===== src/rtl/uart_pkg.sv =====
// uart_pkg: shared types and helpers for the UART transmit arbiter.
//   UART_DATA_W      - bits per UART character
//   uart_tx_state_e  - serializer FSM states
//   rr_pick()        - round-robin search; returns the first valid index at or
//                      after a pointer, wrapping modulo the requester count
package uart_pkg;

  localparam int UART_DATA_W = 8;

  // rr_pick works on a fixed-width view so it can serve any NUM_REQ <= 32.
  localparam int RR_MAX_REQ = 32;
  localparam int RR_IDX_W   = 5;

  typedef enum logic [1:0] {
    IDLE,
    START,
    DATA,
    STOP
  } uart_tx_state_e;

  typedef struct packed {
    logic                found;
    logic [RR_IDX_W-1:0] idx;
  } rr_pick_t;

  function automatic rr_pick_t rr_pick(input logic [RR_MAX_REQ-1:0] valid,
                                       input logic [RR_IDX_W-1:0]   ptr,
                                       input int                    num);
    rr_pick_t res;
    int       j;
    res = '0;
    // Walk offsets from farthest to nearest so the nearest valid one wins.
    for (int k = RR_MAX_REQ - 1; k >= 0; k--) begin
      if (k < num) begin
        j = int'(ptr) + k;
        if (j >= num) j = j - num;
        if (valid[j]) begin
          res.found = 1'b1;
          res.idx   = RR_IDX_W'(j);
        end
      end
    end
    return res;
  endfunction

endpackage


===== src/rtl/uart_tx_arbiter_if.sv =====
// uart_tx_arbiter_if: byte-stream request bundle shared by NUM_REQ requesters.
//   req_valid [NUM_REQ]    per-requester byte valid
//   req_data  [NUM_REQ*8]  packed bytes; requester i uses bits [8i+7:8i]
//   req_last  [NUM_REQ]    byte closes its message
//   req_ready [NUM_REQ]    one-hot-or-zero accept strobe from the arbiter
// Modports: master = requester side, slave = arbiter side.
interface uart_tx_arbiter_if
  import uart_pkg::*;
#(
  parameter int NUM_REQ = 2
);

  logic [NUM_REQ-1:0]             req_valid;
  logic [NUM_REQ*UART_DATA_W-1:0] req_data;
  logic [NUM_REQ-1:0]             req_last;
  logic [NUM_REQ-1:0]             req_ready;

  modport master (output req_valid, output req_data, output req_last, input  req_ready);
  modport slave  (input  req_valid, input  req_data, input  req_last, output req_ready);

endinterface


===== src/rtl/uart_tx_serializer.sv =====
// uart_tx_serializer: 8N1 frame generator, CLK_SAMPLES clocks per bit.
//   clk, rst  clock and synchronous active-high reset
//   load      accept data this cycle (only honoured while idle)
//   data      byte to send, LSB first
//   tx        registered serial line, idles high
//   busy      high while a start, data or stop bit is on the line
module uart_tx_serializer
  import uart_pkg::*;
#(
  parameter int CLK_SAMPLES = 4
) (
  input  logic                   clk,
  input  logic                   rst,
  input  logic                   load,
  input  logic [UART_DATA_W-1:0] data,
  output logic                   tx,
  output logic                   busy
);

  localparam int                SCNT_W    = (CLK_SAMPLES > 1) ? $clog2(CLK_SAMPLES) : 1;
  localparam logic [SCNT_W-1:0] SCNT_LAST = SCNT_W'(CLK_SAMPLES - 1);

  uart_tx_state_e         state_q, state_d;
  logic [SCNT_W-1:0]      scnt_q, scnt_d;
  logic [2:0]             bcnt_q, bcnt_d;
  logic [UART_DATA_W-1:0] shreg_q, shreg_d;
  logic                   tx_q, tx_d;
  logic                   bit_end;

  assign bit_end = (scnt_q == SCNT_LAST);
  assign tx      = tx_q;
  assign busy    = (state_q != IDLE);

  // tx_d is computed from the next state so the line changes on the same edge
  // as the state, keeping tx a clean register output.
  always_comb begin
    state_d = state_q;
    scnt_d  = scnt_q;
    bcnt_d  = bcnt_q;
    shreg_d = shreg_q;
    tx_d    = tx_q;
    unique case (state_q)
      IDLE: begin
        if (load) begin
          state_d = START;
          scnt_d  = '0;
          shreg_d = data;
          tx_d    = 1'b0;
        end
      end
      START: begin
        if (bit_end) begin
          state_d = DATA;
          scnt_d  = '0;
          bcnt_d  = '0;
          tx_d    = shreg_q[0];
        end else begin
          scnt_d = scnt_q + 1'b1;
        end
      end
      DATA: begin
        if (bit_end) begin
          scnt_d = '0;
          if (bcnt_q == 3'd7) begin
            state_d = STOP;
            tx_d    = 1'b1;
          end else begin
            bcnt_d  = bcnt_q + 1'b1;
            shreg_d = shreg_q >> 1;
            tx_d    = shreg_q[1];
          end
        end else begin
          scnt_d = scnt_q + 1'b1;
        end
      end
      STOP: begin
        if (bit_end) begin
          state_d = IDLE;
          scnt_d  = '0;
        end else begin
          scnt_d = scnt_q + 1'b1;
        end
      end
      default: state_d = IDLE;
    endcase
  end

  always_ff @(posedge clk) begin
    if (rst) begin
      state_q <= IDLE;
      scnt_q  <= '0;
      bcnt_q  <= '0;
      tx_q    <= 1'b1;
    end else begin
      state_q <= state_d;
      scnt_q  <= scnt_d;
      bcnt_q  <= bcnt_d;
      tx_q    <= tx_d;
    end
  end

  // Shift register is pure datapath; it is always reloaded before use.
  always_ff @(posedge clk) begin
    shreg_q <= shreg_d;
  end

endmodule


===== src/rtl/uart_tx_arbiter.sv =====
// uart_tx_arbiter: round-robin, message-granular sharing of one UART tx line.
//   clk, rst   clock and synchronous active-high reset
//   req        uart_tx_arbiter_if.slave request bundle (valid/data/last/ready)
//   tx         serial line, 8N1, idles high
//   busy       a frame is being shifted
//   grant_idx  current or last grantee
//   locked     a message is in progress; only grant_idx may send
module uart_tx_arbiter
  import uart_pkg::*;
#(
  parameter  int NUM_REQ     = 2,
  parameter  int CLK_SAMPLES = 4,
  localparam int IDX_W       = (NUM_REQ > 1) ? $clog2(NUM_REQ) : 1
) (
  input  logic              clk,
  input  logic              rst,
  uart_tx_arbiter_if.slave  req,
  output logic              tx,
  output logic              busy,
  output logic [IDX_W-1:0]  grant_idx,
  output logic              locked
);

  logic [IDX_W-1:0]       rr_ptr_q, rr_ptr_d;
  logic [IDX_W-1:0]       grant_q, grant_d;
  logic                   locked_q, locked_d;
  logic [RR_MAX_REQ-1:0]  vld_ext;
  rr_pick_t               pick;
  logic [IDX_W-1:0]       sel;
  logic                   sel_ok;
  logic                   sel_last;
  logic [UART_DATA_W-1:0] sel_data;
  logic                   hs;
  logic [NUM_REQ-1:0]     ready;

  assign grant_idx     = grant_q;
  assign locked        = locked_q;
  assign req.req_ready = ready;

  always_comb begin
    vld_ext                = '0;
    vld_ext[NUM_REQ-1:0]   = req.req_valid;
    pick                   = rr_pick(vld_ext, RR_IDX_W'(rr_ptr_q), NUM_REQ);

    // While a message is open, the holder is the only candidate, even if it
    // has paused its valid; everyone else waits.
    if (locked_q) begin
      sel    = grant_q;
      sel_ok = req.req_valid[grant_q];
    end else begin
      sel    = IDX_W'(pick.idx);
      sel_ok = pick.found;
    end

    sel_data = req.req_data[{sel, 3'b000} +: UART_DATA_W];
    sel_last = req.req_last[sel];
    hs       = sel_ok & ~busy;

    ready      = '0;
    ready[sel] = hs;

    rr_ptr_d = rr_ptr_q;
    grant_d  = grant_q;
    locked_d = locked_q;
    if (hs) begin
      grant_d  = sel;
      locked_d = ~sel_last;
      if (sel_last) begin
        rr_ptr_d = (int'(sel) == NUM_REQ - 1) ? '0 : sel + 1'b1;
      end
    end
  end

  always_ff @(posedge clk) begin
    if (rst) begin
      rr_ptr_q <= '0;
      grant_q  <= '0;
      locked_q <= 1'b0;
    end else begin
      rr_ptr_q <= rr_ptr_d;
      grant_q  <= grant_d;
      locked_q <= locked_d;
    end
  end

  uart_tx_serializer #(
    .CLK_SAMPLES (CLK_SAMPLES)
  ) u_ser (
    .clk  (clk),
    .rst  (rst),
    .load (hs),
    .data (sel_data),
    .tx   (tx),
    .busy (busy)
  );

endmodule

===== src/flat_wrapper.sv =====
// flat-port wrapper written by rule: the top's interface ports become plain ports
module uart_tx_arbiter_flat import uart_pkg::*;
#(
  parameter  int NUM_REQ     = 2,
  parameter  int CLK_SAMPLES = 4,
  localparam int IDX_W       = (NUM_REQ > 1) ? $clog2(NUM_REQ) : 1
)
  (clk, rst, tx, busy, grant_idx, locked, req_req_valid, req_req_data, req_req_last, req_req_ready);
  uart_tx_arbiter_if #(.NUM_REQ(NUM_REQ)) req_i ();
  input  logic clk;
  input  logic rst;
  output logic tx;
  output logic busy;
  output logic [IDX_W-1:0] grant_idx;
  output logic locked;
  input wire logic [$bits(req_i.req_valid)-1:0] req_req_valid;
  input wire logic [$bits(req_i.req_data)-1:0] req_req_data;
  input wire logic [$bits(req_i.req_last)-1:0] req_req_last;
  output wire logic [$bits(req_i.req_ready)-1:0] req_req_ready;
  assign req_i.req_valid = req_req_valid;
  assign req_i.req_data = req_req_data;
  assign req_i.req_last = req_req_last;
  assign req_req_ready = req_i.req_ready;
  uart_tx_arbiter #(.NUM_REQ(NUM_REQ), .CLK_SAMPLES(CLK_SAMPLES)) u_core (.clk(clk), .rst(rst), .req(req_i), .tx(tx), .busy(busy), .grant_idx(grant_idx), .locked(locked));
endmodule

===== config.mk =====
export PLATFORM = sky130hd
export DESIGN_NAME = uart_tx_arbiter_flat
export DESIGN_NICKNAME = d
export VERILOG_FILES = /design/src/rtl/uart_pkg.sv /design/src/rtl/uart_tx_arbiter_if.sv /design/src/rtl/uart_tx_serializer.sv /design/src/rtl/uart_tx_arbiter.sv /design/src/flat_wrapper.sv
export SDC_FILE = /design/constraint.sdc
export NUM_CORES = 1
export LEC_CHECK = 0
export BUFFER_PORTS_ARGS = -buffer_cell sky130_fd_sc_hd__buf_2
export CORE_AREA = 2 2 60 62
export DETAILED_ROUTE_END_ITERATION = 7
export DIE_AREA = 0 0 62 64
export PLACE_DENSITY = 0.55
export SYNTH_ARGS = -nofsm -noshare
export SYNTH_HDL_FRONTEND = slang
export SYNTH_SLANG_ARGS = --single-unit

===== constraint.sdc =====
create_clock -name clk -period 2.05 [get_ports clk]
set_input_delay 0.1025 -clock clk [delete_from_list [all_inputs] [get_ports clk]]
set_output_delay 0.1025 -clock clk [all_outputs]
set_load 0.01 [all_outputs]

-- Yosys cells after proc, flatten, opt, wreduce, memory -nomap -nowiden
Index checks and enable logic that the tools add are counted.
- output and inout port bits: 6
- register bits after elaboration: 19
- shift operators: 1
- $lt $le $gt $ge: 7
- $add $sub $neg: 6
- bitwise logic cells: 4
- reduce and logical (&&, ||, !) cells: 12
- eq/ne operators: 11
- multiplexer cells: 41
- operator list (kind ; number):
    $lt 32x7->1 const B ; 2
    $mux 32 ; 2
    $ge 32x3->1 const B ; 1
    $sub 32x3->32 const B ; 1
    $mux 8 ; 3
    $mux 1 ; 16
    $pmux 8 s2 ; 1
    $shiftx 16x5->8 ; 1
    $mux 2 ; 7
    $mux 6 ; 2
    $reduce_and 4->1 ; 3
    $bmux 1 s5 ; 2
    $ne 2x2->1 const B ; 5
    $mux 3 ; 3
    $pmux 2 s4 ; 1
    $eq 2x2->1 const B ; 3
    $pmux 3 s2 ; 1
    $reduce_bool 2->1 ; 3
    $reduce_and 5->1 ; 1
    $lt 1x2->1 const B ; 2
    $pmux 2 s2 ; 1
    $add 3x1->3 const B ; 1
    $eq 3x3->1 const B ; 1
    $pmux 1 s3 ; 1
    other kinds (17) ; 18

-- Longest topological paths before layout
- depth in word-level cells: 14
- gate-level depth with buffers: 6
- depth with buffers taken out: 6

-- Modules after synthesis
From an unflattened synthesis, not the netlist that was laid out.
- cells, all modules: 127
- area total of the unflattened synthesis: 1197.4 µm²
- modules (own cells, without submodules) (module ; seq. area each (µm²) ; times used ; area each (µm²) ; cells an instance):
    uart_tx_serializer ; 400.4 ; 1 ; 884.6 ; 78
    uart_tx_arbiter ; 60.1 ; 1 ; 312.8 ; 49

-- Worst setup path after synthesis
Ideal clock, no wire load.
- path type: reg-to-reg
- from: register u_core.u_ser.state_q[0]
- to: register u_core.u_ser.shreg_q[0] (enable)
- clock period less this slack: 1825 ps
- setup time: 373 ps
- stages on the path, launching flop included: 7
- data arrival time: 1452 ps
- path slack: 225 ps
- cell sequence: dfxtp_1 inv_1 ha_1 clkbuf_1 nand2_1 o22ai_1 nor2b_1
- longest elaborated chain between the ends: 5
- elaborated cells between the ends (all ways): 10
- RTL lines (what ; line ; text):
    from (decl) ; uart_tx_serializer.sv:23 ; uart_tx_state_e state_q, state_d;
    from (signal assigned) ; uart_tx_serializer.sv:95 ; state_q <= state_d;
    $reduce_bool 2->1 ; uart_tx_serializer.sv:32 ; assign busy = (state_q != IDLE);
    $not 1->1 ; uart_tx_arbiter.sv:57 ; hs = sel_ok & ~busy;
    $and 1x1->1 ; uart_tx_arbiter.sv:57 ;
    $ne 2x1->1 (no line) ; - ;
    $reduce_and 4->1 (no line) * ; - ;
    to (signal assigned) ; uart_tx_serializer.sv:104 ; shreg_q <= shreg_d;
    to (decl) ; uart_tx_serializer.sv:26 ; logic [UART_DATA_W-1:0] shreg_q, shreg_d;
Every way passes the cells marked *; elsewhere a longest branch is shown, timed or not.
A chain may end at the register's enable or synchronous reset.

-- Worst setup path in the final report
Ends and elaborated chain as after synthesis.

==> results.md <==
* Setup slack, reg-to-reg at between 0.3 and 0.4 ns
* Max-slew violation count at 0
* Number of diodes at 0
* Detail Placement HPWL at between 1500 and 2000 um
* Mapped cell area at 1125 um^2
* Total power at about 0.0016 W
* Gate Count Post-Synth at 115
* Max Clock Freq at 578.9 MHz
* First-pass GRT wire length at roughly 3600 um
* CTS clk-pin slew, worst paths at 0.10 ns
* Vias in the first global route at 885
* Layout cells sized above 1 at between 20 and 30%
* GP Congestion at ~0.77
* Seq/Total Area, Yosys at roughly two fifths
* GRT Overall Usage at a little under an eighth
* Vias/cell at slightly below 5
* Initial antenna violation count at 0
* Final hold viol count at 0
* Min Tclk post-route at between 1.5 and 2 ns
* Worst Max-Slew Pin Slew at roughly 0.44 ns
* Maximum VDD drop at slightly above 0.0005 V
* Starting Density at 34.25%
* FILL cells at between 300 and 400
* Clock root buffer: clkbuf_4
* Die Footprint at 3968 um^2
* H-Tree Depth at 1
* Setup Buffers After CTS at 0
* Synth Register Bits at 19
* Critical path peak fanout at 8
* Placeable Area at 3284 um^2
* Mean Syn Cell Area at around 9.8 um^2
* Crit end category: register
* Worst EP required at between 2 and 2.5 ns
* Area leader, netlist: edfxtp_1
* WHS at 0.1126 ns
* Register area at approximately 460 um^2
* IO Pins at 28
* Drt drc at 0
* Chip width at 62 um
* Hold WC Path Type: in -> reg
* Drt initial violations at 19
* CTS sink cnt at 19
* Avg WL per Cell at roughly 12 um
* ANT nets after route at 0
* PortBufs at 27
* Final setup TNS at 0 ns
* Vias at 915
* DRT Pass-1 Iters at 4
* RSZ-0062 raised after global routing: false
* Slew HR at 70.36%
* WP data arrival at between 1.5 and 2 ns
* CTS tree: built
* WL final at 2231 um
* CTS buffer count at 3
* Leakage at roughly 0.58 nW
* Multi-input gate area at between 600 and 700 um^2
* Die height at about 64 um
* Final Skew at around 0.009 ns
* Max-Cap Viols at 0
* Post-route clock period utilization at a little over four fifths
* Syn_nets at between 100 and 150
* Status: finished, final reports clean
* Area Growth Syn to Fin at 19.47%
* Crit path kind: reg -> reg
* Clock buffer depth at 2
* Core Util, Final at about two fifths
* Warnings, synthesis at 0
* Worst-Skew Late Latency at about 0.30 ns
* Final net count at 175
* Yosys cell types at 27
* Startpoint types: register
* Final setup vio count at 0
* Largest net degree at the start of global routing at 17
* Gr ovfl total at 0
* PD cells at between 1000 and 1500 nW/um^2
* Post-synth top area share at a little over a fifth
* Row count at 21
* Synth area leaders: edfxtp_1 21%, dfxtp_1 20%, ha_1 8.9%
[metal layers]
metal	vias up	GRT usage, %	share of wire [%]
li1	471	-	-
met1	423	14.20	48
met5	-	0	0
met4	0	5.053	1.0
met2	19	19.92	48
met3	2	2.429	3.4
[registers in the layout, summed over array words and instances (netlist names)]
register and count:
u_core.u_ser.shreg_q 8, u_core.rr_ptr_q 1, u_core.grant_idx 1, u_core.u_ser.bcnt_q 3
u_core.locked 1, u_core.u_ser.scnt_q 2, u_core.u_ser.state_q 2, u_core.u_ser.tx 1
[synthesized netlist by cell type (all sizes together)]
master   number
nand2        17
dfxtp        11
nor2         11
o21ai        11
mux2i        10
edfxtp        8
ha            8
inv           6
a21oi         4
a22oi         4
nor2b         4
clkbuf        3
mux2          3
a22o          2
nor3          2
o221a         2
o22ai         2
a2111oi       1
and2          1
and3          1
buf           1
nand2b        1
o21bai        1
o32ai         1
[critical path, stage by stage (launching register included)]
cell and delay, ns:
dfxtp_1 0.40, inv_1 0.08, ha_1 0.26, inv_1 0.15, o32ai_2 0.14, nor2b_2 0.36
[final cells by class]
cell class	count	area share, %
Multi-Input combinational cell	86	46.55
Sequential cell	19	34.26
Timing Repair Buffer	29	11.17
Tap cell	46	4.283
Clock buffer	3	1.676
Inverter	6	1.676
Clock inverter	1	0.3724
[where the power goes]
group / total [W] / switching, W / internal [W]
clock: 0.000189 / 0.000117 / 0.0000725
combinational: 0.000721 / 0.000407 / 0.000314
sequential: 0.000651 / 0.0000724 / 0.000579
[placed cells by master, fill, tap and decap left out]
master | netlist | routed
o221a_2 | 1 | 1
nor2_1 | 11 | 11
buf_4 | 1 | 2
o21bai_1 | 1 | 1
nor2b_2 | 0 | 1
o22ai_1 | 2 | 2
o21ai_0 | 10 | 10
o221a_4 | 1 | 1
mux2_2 | 2 | 2
a2111oi_4 | 1 | 1
edfxtp_1 | 8 | 8
ha_1 | 8 | 8
buf_2 | 0 | 27
o21ai_2 | 1 | 1
and3_4 | 1 | 1
nor3_1 | 2 | 2
a22oi_1 | 4 | 4
clkinv_2 | 0 | 1
a22o_1 | 2 | 2
and2_1 | 1 | 1
nand2b_1 | 1 | 1
nor2b_1 | 4 | 3
clkbuf_4 | 0 | 3
dfxtp_1 | 11 | 11
mux2i_1 | 10 | 10
o32ai_2 | 1 | 1
inv_1 | 6 | 6
nand2_1 | 17 | 17
a21oi_1 | 4 | 4
mux2_4 | 1 | 1
[repair_timing]
item | in CTS | in global routing
resized for setup | 0 | 1
hold buffers | 0 | 0
endpoints found under the setup margin | 0 | 8
[worst paths after layout]
check / start / end / cells past startpoint
setup / recovery: u_core.u_ser.state_q[0]$_SDFFE_PP0P_ / u_core.u_ser.shreg_q[0]$_DFFE_PP_ / 5
hold / removal: rst / u_core.rr_ptr_q$_SDFFE_PP0P_ / 2
setup reg to reg: u_core.u_ser.state_q[0]$_SDFFE_PP0P_ / u_core.u_ser.shreg_q[0]$_DFFE_PP_ / 5
hold reg to reg: u_core.u_ser.state_q[1]$_SDFFE_PP0P_ / u_core.u_ser.state_q[1]$_SDFFE_PP0P_ / 2
[through the flow]
stage,instance area [um^2],setup WS (ns),instances
2_1_floorplan,1125,0.2250,115
3_3_place_gp,1314,0.1925,186
3_5_place_dp,1314,0.1306,186
4_1_cts,1341,0.1139,190
5_1_grt,1344,0.1794,190
6_report,1344,0.3226,190
[logic make-up (layout without fill, tap and decap cells)]
| family | after synthesis | count (layout) | share of synthesized area [%] |
|---|---|---|---|
| AO/OA/AOI/OAI | 28 | 28 | 19.69 |
| adder cells (fa/ha/maj) | 8 | 8 | 8.899 |
| buffers and inverters | 10 | 39 | 3.671 |
| flip-flops | 19 | 19 | 40.93 |
| multiplexers | 13 | 13 | 12.24 |
| AND/OR/NAND/NOR | 37 | 37 | 14.57 |
No activity file was read; power rests on OpenSTA's default activity.
